## src/rtl/camera_pkg.sv

```systemverilog
`default_nettype none
// ============================================================================
// Module   : camera_pkg
// Brief    : Shared widths, pixel type and dummy-generator timing constants.
// Revision : 1.0 - initial release
// ============================================================================
package camera_pkg;

    localparam int PIXEL_W     = 16;
    localparam int BYTE_W      = 8;
    localparam int DUMMY_CNT_W = 16;

    // Dummy generator frame timing, in pixel-clock cycles
    localparam int VS_CYCLES = 1;
    localparam int H_GAP     = 1;
    localparam int V_IDLE    = 5;

    typedef struct packed {
        logic [4:0] r;
        logic [5:0] g;
        logic [4:0] b;
    } rgb565_t;

    // First byte of the pair lands in the upper half of the pixel
    function automatic rgb565_t pack_pixel(input logic [BYTE_W-1:0] hi,
                                           input logic [BYTE_W-1:0] lo);
        return rgb565_t'({hi, lo});
    endfunction

endpackage
`default_nettype wire

```

## src/rtl/camera_capture_top_dummy_camera.sv

```systemverilog
`default_nettype none
// ============================================================================
// Module   : dummy_camera
// Brief    : Free-running VSYNC/HREF/byte pattern for bring-up without a sensor.
// Revision : 1.0 - initial release
// ============================================================================
module dummy_camera
    import camera_pkg::*;
#(
    parameter int H_BYTES = 1280,
    parameter int V_LINES = 480
) (
    input  logic              clk,
    input  logic              rst_n,
    output logic              vsync,
    output logic              href,
    output logic [BYTE_W-1:0] data
);

    localparam logic [1:0] S_VS   = 2'd0;
    localparam logic [1:0] S_LINE = 2'd1;
    localparam logic [1:0] S_GAP  = 2'd2;
    localparam logic [1:0] S_IDLE = 2'd3;

    localparam logic [DUMMY_CNT_W-1:0] c_vs_last   = DUMMY_CNT_W'(VS_CYCLES - 1);
    localparam logic [DUMMY_CNT_W-1:0] c_h_last    = DUMMY_CNT_W'(H_BYTES - 1);
    localparam logic [DUMMY_CNT_W-1:0] c_gap_last  = DUMMY_CNT_W'(H_GAP - 1);
    localparam logic [DUMMY_CNT_W-1:0] c_v_last    = DUMMY_CNT_W'(V_LINES - 1);
    localparam logic [DUMMY_CNT_W-1:0] c_idle_last = DUMMY_CNT_W'(V_IDLE - 1);

    logic [1:0]             r_state;
    logic [DUMMY_CNT_W-1:0] r_cnt;
    logic [DUMMY_CNT_W-1:0] r_line;

    always_ff @(posedge clk or negedge rst_n) begin
        if (!rst_n) begin
            r_state <= S_VS;
            r_cnt   <= '0;
            r_line  <= '0;
        end else begin
            case (r_state)
                S_VS: begin
                    if (r_cnt == c_vs_last) begin
                        r_state <= S_LINE;
                        r_cnt   <= '0;
                        r_line  <= '0;
                    end else begin
                        r_cnt <= r_cnt + 1'b1;
                    end
                end
                S_LINE: begin
                    if (r_cnt == c_h_last) begin
                        r_state <= S_GAP;
                        r_cnt   <= '0;
                    end else begin
                        r_cnt <= r_cnt + 1'b1;
                    end
                end
                S_GAP: begin
                    if (r_cnt == c_gap_last) begin
                        r_cnt <= '0;
                        if (r_line == c_v_last) begin
                            r_state <= S_IDLE;
                            r_line  <= '0;
                        end else begin
                            r_state <= S_LINE;
                            r_line  <= r_line + 1'b1;
                        end
                    end else begin
                        r_cnt <= r_cnt + 1'b1;
                    end
                end
                S_IDLE: begin
                    if (r_cnt == c_idle_last) begin
                        r_state <= S_VS;
                        r_cnt   <= '0;
                    end else begin
                        r_cnt <= r_cnt + 1'b1;
                    end
                end
                default: begin
                    r_state <= S_VS;
                    r_cnt   <= '0;
                    r_line  <= '0;
                end
            endcase
        end
    end

    // vsync spans the start pulse, all lines and the final line gap
    assign vsync = (r_state != S_IDLE);
    assign href  = (r_state == S_LINE);
    assign data  = r_cnt[BYTE_W-1:0];

endmodule
`default_nettype wire

```

## src/rtl/camera_capture_top.sv

```systemverilog
`default_nettype none
// ============================================================================
// Module   : camera_capture_top
// Brief    : Registers an 8-bit camera bus and pairs bytes into RGB565 VFB writes.
// Revision : 1.0 - initial release
// ============================================================================
module camera_capture_top
    import camera_pkg::*;
#(
    parameter bit DUMMY_MODE    = 1'b0,
    parameter int DUMMY_H_BYTES = 1280,
    parameter int DUMMY_V_LINES = 480
) (
    input  logic               clk,
    input  logic               rst_n,
    input  logic               xclk,
    input  logic               vsync,
    input  logic               href,
    input  logic [BYTE_W-1:0]  data_i,
    output logic               vfb_clk,
    output logic               vfb_vs_n,
    output logic               vfb_de,
    output logic [PIXEL_W-1:0] vfb_data
);

    logic              w_src_vs;
    logic              w_src_hr;
    logic [BYTE_W-1:0] w_src_d;

    generate
        if (DUMMY_MODE) begin : g_dummy
            dummy_camera #(
                .H_BYTES (DUMMY_H_BYTES),
                .V_LINES (DUMMY_V_LINES)
            ) u_dummy_camera (
                .clk   (clk),
                .rst_n (rst_n),
                .vsync (w_src_vs),
                .href  (w_src_hr),
                .data  (w_src_d)
            );
        end else begin : g_sensor
            assign w_src_vs = vsync;
            assign w_src_hr = href;
            assign w_src_d  = data_i;
        end
    endgenerate

    // xclk is sensor-side only; pins are also idle in dummy mode
    logic w_unused;
    assign w_unused = ^{xclk, vsync, href, data_i};

    logic              vs_r;
    logic              hr_r;
    logic [BYTE_W-1:0] d_r;

    always_ff @(posedge clk or negedge rst_n) begin
        if (!rst_n) begin
            vs_r <= 1'b0;
            hr_r <= 1'b0;
            d_r  <= '0;
        end else begin
            vs_r <= w_src_vs;
            hr_r <= w_src_hr;
            d_r  <= w_src_d;
        end
    end

    logic              r_phase;
    logic [BYTE_W-1:0] r_hi;
    logic              r_vs_n;
    logic              r_de;
    rgb565_t           r_data;

    // Only href resets pairing; an unpaired trailing byte is simply dropped
    always_ff @(posedge clk or negedge rst_n) begin
        if (!rst_n) begin
            r_phase <= 1'b0;
            r_hi    <= '0;
            r_vs_n  <= 1'b1;
            r_de    <= 1'b0;
            r_data  <= '0;
        end else begin
            r_vs_n <= ~vs_r;
            if (!hr_r) begin
                r_phase <= 1'b0;
                r_de    <= 1'b0;
            end else if (!r_phase) begin
                r_hi    <= d_r;
                r_phase <= 1'b1;
                r_de    <= 1'b0;
            end else begin
                r_data  <= pack_pixel(r_hi, d_r);
                r_de    <= 1'b1;
                r_phase <= 1'b0;
            end
        end
    end

    assign vfb_clk  = clk;
    assign vfb_vs_n = r_vs_n;
    assign vfb_de   = r_de;
    assign vfb_data = r_data;

endmodule
`default_nettype wire

```

## config.mk

```make
export PLATFORM = sky130hd
export DESIGN_NAME = camera_capture_top
export DESIGN_NICKNAME = d
export VERILOG_FILES = /design/src/rtl/camera_pkg.sv /design/src/rtl/camera_capture_top_dummy_camera.sv /design/src/rtl/camera_capture_top.sv
export SDC_FILE = /design/constraint.sdc
export NUM_CORES = 1
export LEC_CHECK = 0
export CORE_ASPECT_RATIO = 1.2
export CORE_MARGIN = 2
export CORE_UTILIZATION = 41
export DETAILED_ROUTE_END_ITERATION = 12
export GPL_ROUTABILITY_DRIVEN = 0
export PLACE_DENSITY = 0.67
export SETUP_SLACK_MARGIN = 0.3
export SLEW_MARGIN = 20
export SYNTH_ARGS = -nofsm -noshare
export SYNTH_HDL_FRONTEND = slang
export SYNTH_SLANG_ARGS = --single-unit
```

## constraint.sdc

```tcl
create_clock -name clk -period 1.07 [get_ports clk]
set_input_delay 0.214 -clock clk [delete_from_list [all_inputs] [get_ports clk]]
set_output_delay 0.214 -clock clk [all_outputs]
set_load 0.005 [all_outputs]
```

==> flow_summary.json, run 1 <==
{
  "synth_cell_type_count": 10,
  "grt_pass1_vias": 839,
  "cp_cell_sequence": "buf_6",
  "dp_slack_ns": -0.1336,
  "dieArea_sq_um": 3691,
  "synth_area_leaders": "dfrtp_1 (68%), mux2_4 (19%), mux2_2 (6.0%)",
  "synthCells": 68,
  "grt_usage_pct": 15.32,
  "cp.depth": 1,
  "avgViaCountPerCell": 4.630,
  "coreArea_sq_um": 3055,
  "synth-edff-count": 0,
  "place.port_buffers": 30,
  "cp.arrival_ns": 1.06,
  "min_period_ns": 1.275,
  "critPathTopFamily": "flip-flops",
  "setup_viol": 43,
  "r2r-start": "r_phase$_DFF_PN0_",
  "syn_area_sq_um": 1320,
  "outcome": "finished, violations left",
  "violations": "negative setup slack",
  "timing.final.ws_setup_ns": -0.2055,
  "place_hpwl_um": 1407,
  "syn_avg_cell_area_sq_um": 19.41,
  "cpMaxStageDelayCell": "dfstp_2",
  "yosys-top-cells-count": "dfrtp_1 (36), mux2_4 (17), mux2_2 (7)",
  "synth.top_cell.area_share_pct": 68.25,
  "post_drt_wl_per_cell_um": 13.93,
  "clk_latency_ns": 0.44,
  "grt_remaining_overflow": 0,
  "synthArstFlopShare_pct": 100.0,
  "worstPathMaxFanout": 1,
  "ios": 32,
  "finalMaxSlewViolations": 0,
  "required_ns": 0.86,
  "critPathBufInv": 1,
  "antenna_cells": 0,
  "endpoint": "vfb_vs_n",
  "syn_to_final_growth_pct": 45.59,
  "power_density_nw_per_um2": 1859,
  "antenna_found_initial": 0,
  "syn-num-nets": 81,
  "grt_start_max_net_pins": 25,
  "synth-seq-area-share_pct": 70.24,
  "irDropWorstVdd_mv": 1.097,
  "first_pass_iters": 3,
  "hold_viol": 0,
  "max_stage_delay_ns": 0.54,
  "tritoncts": "done",
  "rrSetupSlack_ns": -0.12,
  "fp-row-count": 22,
  "initial_core_util_pct": 43.20,
  "clock_skew_ns": 0.005514,
  "ys_seq_elements": 37,
  "drv_cap": 0,
  "drtIter0Drc": 7,
  "layout.nets": 139,
  "ys_warn_count": 0,
  "drtAntennaViolNets": 0,
  "yosys_most_used_dff": "dfrtp_1",
  "worstRegToRegCells": 4,
  "wl_um": 2256,
  "layout-drive-gt1-share_pct": 61.90,
  "clk_pin_slew_ns": 0.10,
  "end_kind": "output pin",
  "worst_setup_path_start_kind": "register",
  "synth.most_common_cell": "dfrtp_1",
  "relSlewSlack_pct": 77.49,
  "leakagePower_nw": 0.9836,
  "r2r_end": "vfb_data[4]$_DFFE_PN0P_",
  "min_from": "data_i[6]",
  "synth_largest_area_cell": "dfrtp_1",
  "crit_type": "register to output pin",
  "worstMarginPinSlew_ns": 0.3377,
  "grt_pass1_wl_um": 3933,
  "hold_ws_ns": 0.2021,
  "crit_path_start": "vfb_vs_n$_DFF_PN1_",
  "die_x_um": 55.80,
  "fmax_mhz": 784.0,
  "fillers": 237,
  "vias": 750,
  "rsz0062_at_grt": "true",
  "fp.dieH_um": 66.16,
  "period_share_pct": 119.2,
  "drc": 0,
  "hold_class": "input port to register"
}
layer usage:
layer / track usage, % / part of all wire (%)
met5: 0 / 0
met4: 12.80 / 3.1
met3: 6.849 / 6.0
met2: 23.07 / 50
met1: 16.51 / 40
power breakdown:
part	internal (mW)	total, mW	switching (mW)
logic	0.567	0.794	0.226
registers	1.61	1.72	0.112
clock network	0.562	1.06	0.493
total	2.74	3.57	0.831
timing repair:
| action | CTS | global route |
|---|---|---|
| setup buffers | 9 | 4 |
| hold buffers | 1 | 0 |
| hold endpoints to repair | 37 | 0 |
| resized for setup | 87 | 4 |
| endpoints found under the setup margin | 45 | 45 |
| cloned | 1 | 0 |
| pin swaps | 1 | 1 |
flip-flops by register name, summed over array words and instances, names as in the netlist:
register	flops
d_r	8
hr_r	1
r_hi	8
r_phase	1
vfb_data	16
vfb_de	1
vfb_vs_n	1
vs_r	1
layout by cell type (no fill, tap or decap), types with 5 or more instances in the layout:
cell,netlist,routed
clkbuf_4,0,6
dfrtp_1,36,35
buf_6,1,6
buf_2,0,18
buf_12,0,5
mux2_4,17,24
clkdlybuf4s50_1,0,10
buf_4,1,11
worst min-delay path by stage:
| stage | to | slack [ns] | cells past startpoint |
|---|---|---|---|
| 2_1_floorplan | d_r[0]$_DFF_PN0_ | -0.08 | 0 |
| 3_3_place_gp | r_hi[3]$_DFFE_PN0P_ | 0.13 | 1 |
| 3_5_place_dp | r_hi[3]$_DFFE_PN0P_ | 0.13 | 1 |
| 4_1_cts | d_r[7]$_DFF_PN0_ | 0.17 | 1 |
| 5_1_grt | d_r[6]$_DFF_PN0_ | 0.15 | 1 |
| 6_report | d_r[6]$_DFF_PN0_ | 0.20 | 1 |
cell families (layout without fill, tap and decap cells):
family                 Yosys count  in the layout  synth area share [%]
buffers and inverters            5             63                 3.128
AND/OR/NAND/NOR                  2              2                 1.327
multiplexers                    24             24                 25.31
flip-flops                      37             37                 70.24
final cells by class:
type / count / area, sq um / area share, %
sequential: 37 / 928.4 / 48.31
multi-input combinational: 26 / 385.4 / 20.05
timing repair buffer: 50 / 459.2 / 23.89
clock buffer: 11 / 96.34 / 5.013
tap: 36 / 45.04 / 2.344
inverter: 2 / 7.507 / 0.3906
through the flow:
| stage | std cells | util [%] | instance area (sq um) | setup TNS (ns) | total power [mW] |
|---|---|---|---|---|---|
| after floorplan | 68 | - | 1346 | -0.5939 | 2.162 |
| after global placement | 137 | 56.67 | 1732 | -0.8115 | 2.577 |
| after detailed placement | 137 | 56.67 | 1732 | -1.118 | 2.594 |
| after CTS | 158 | 61.71 | 1886 | -5.128 | 3.557 |
| after global routing | 162 | 62.90 | 1922 | -6.023 | 3.797 |
| final | 162 | 62.90 | 1922 | -4.168 | 3.574 |
No activity file was read; power rests on OpenSTA's default activity.
==> inputs of run 2 (changes only) <==
SYNTH_HIERARCHICAL = 1   (was unset)
==> results of run 2 <==
Final layout, timing and power as in run 1 (identical DEF).
Main changes from that run: Yosys warning count 0 -> 6
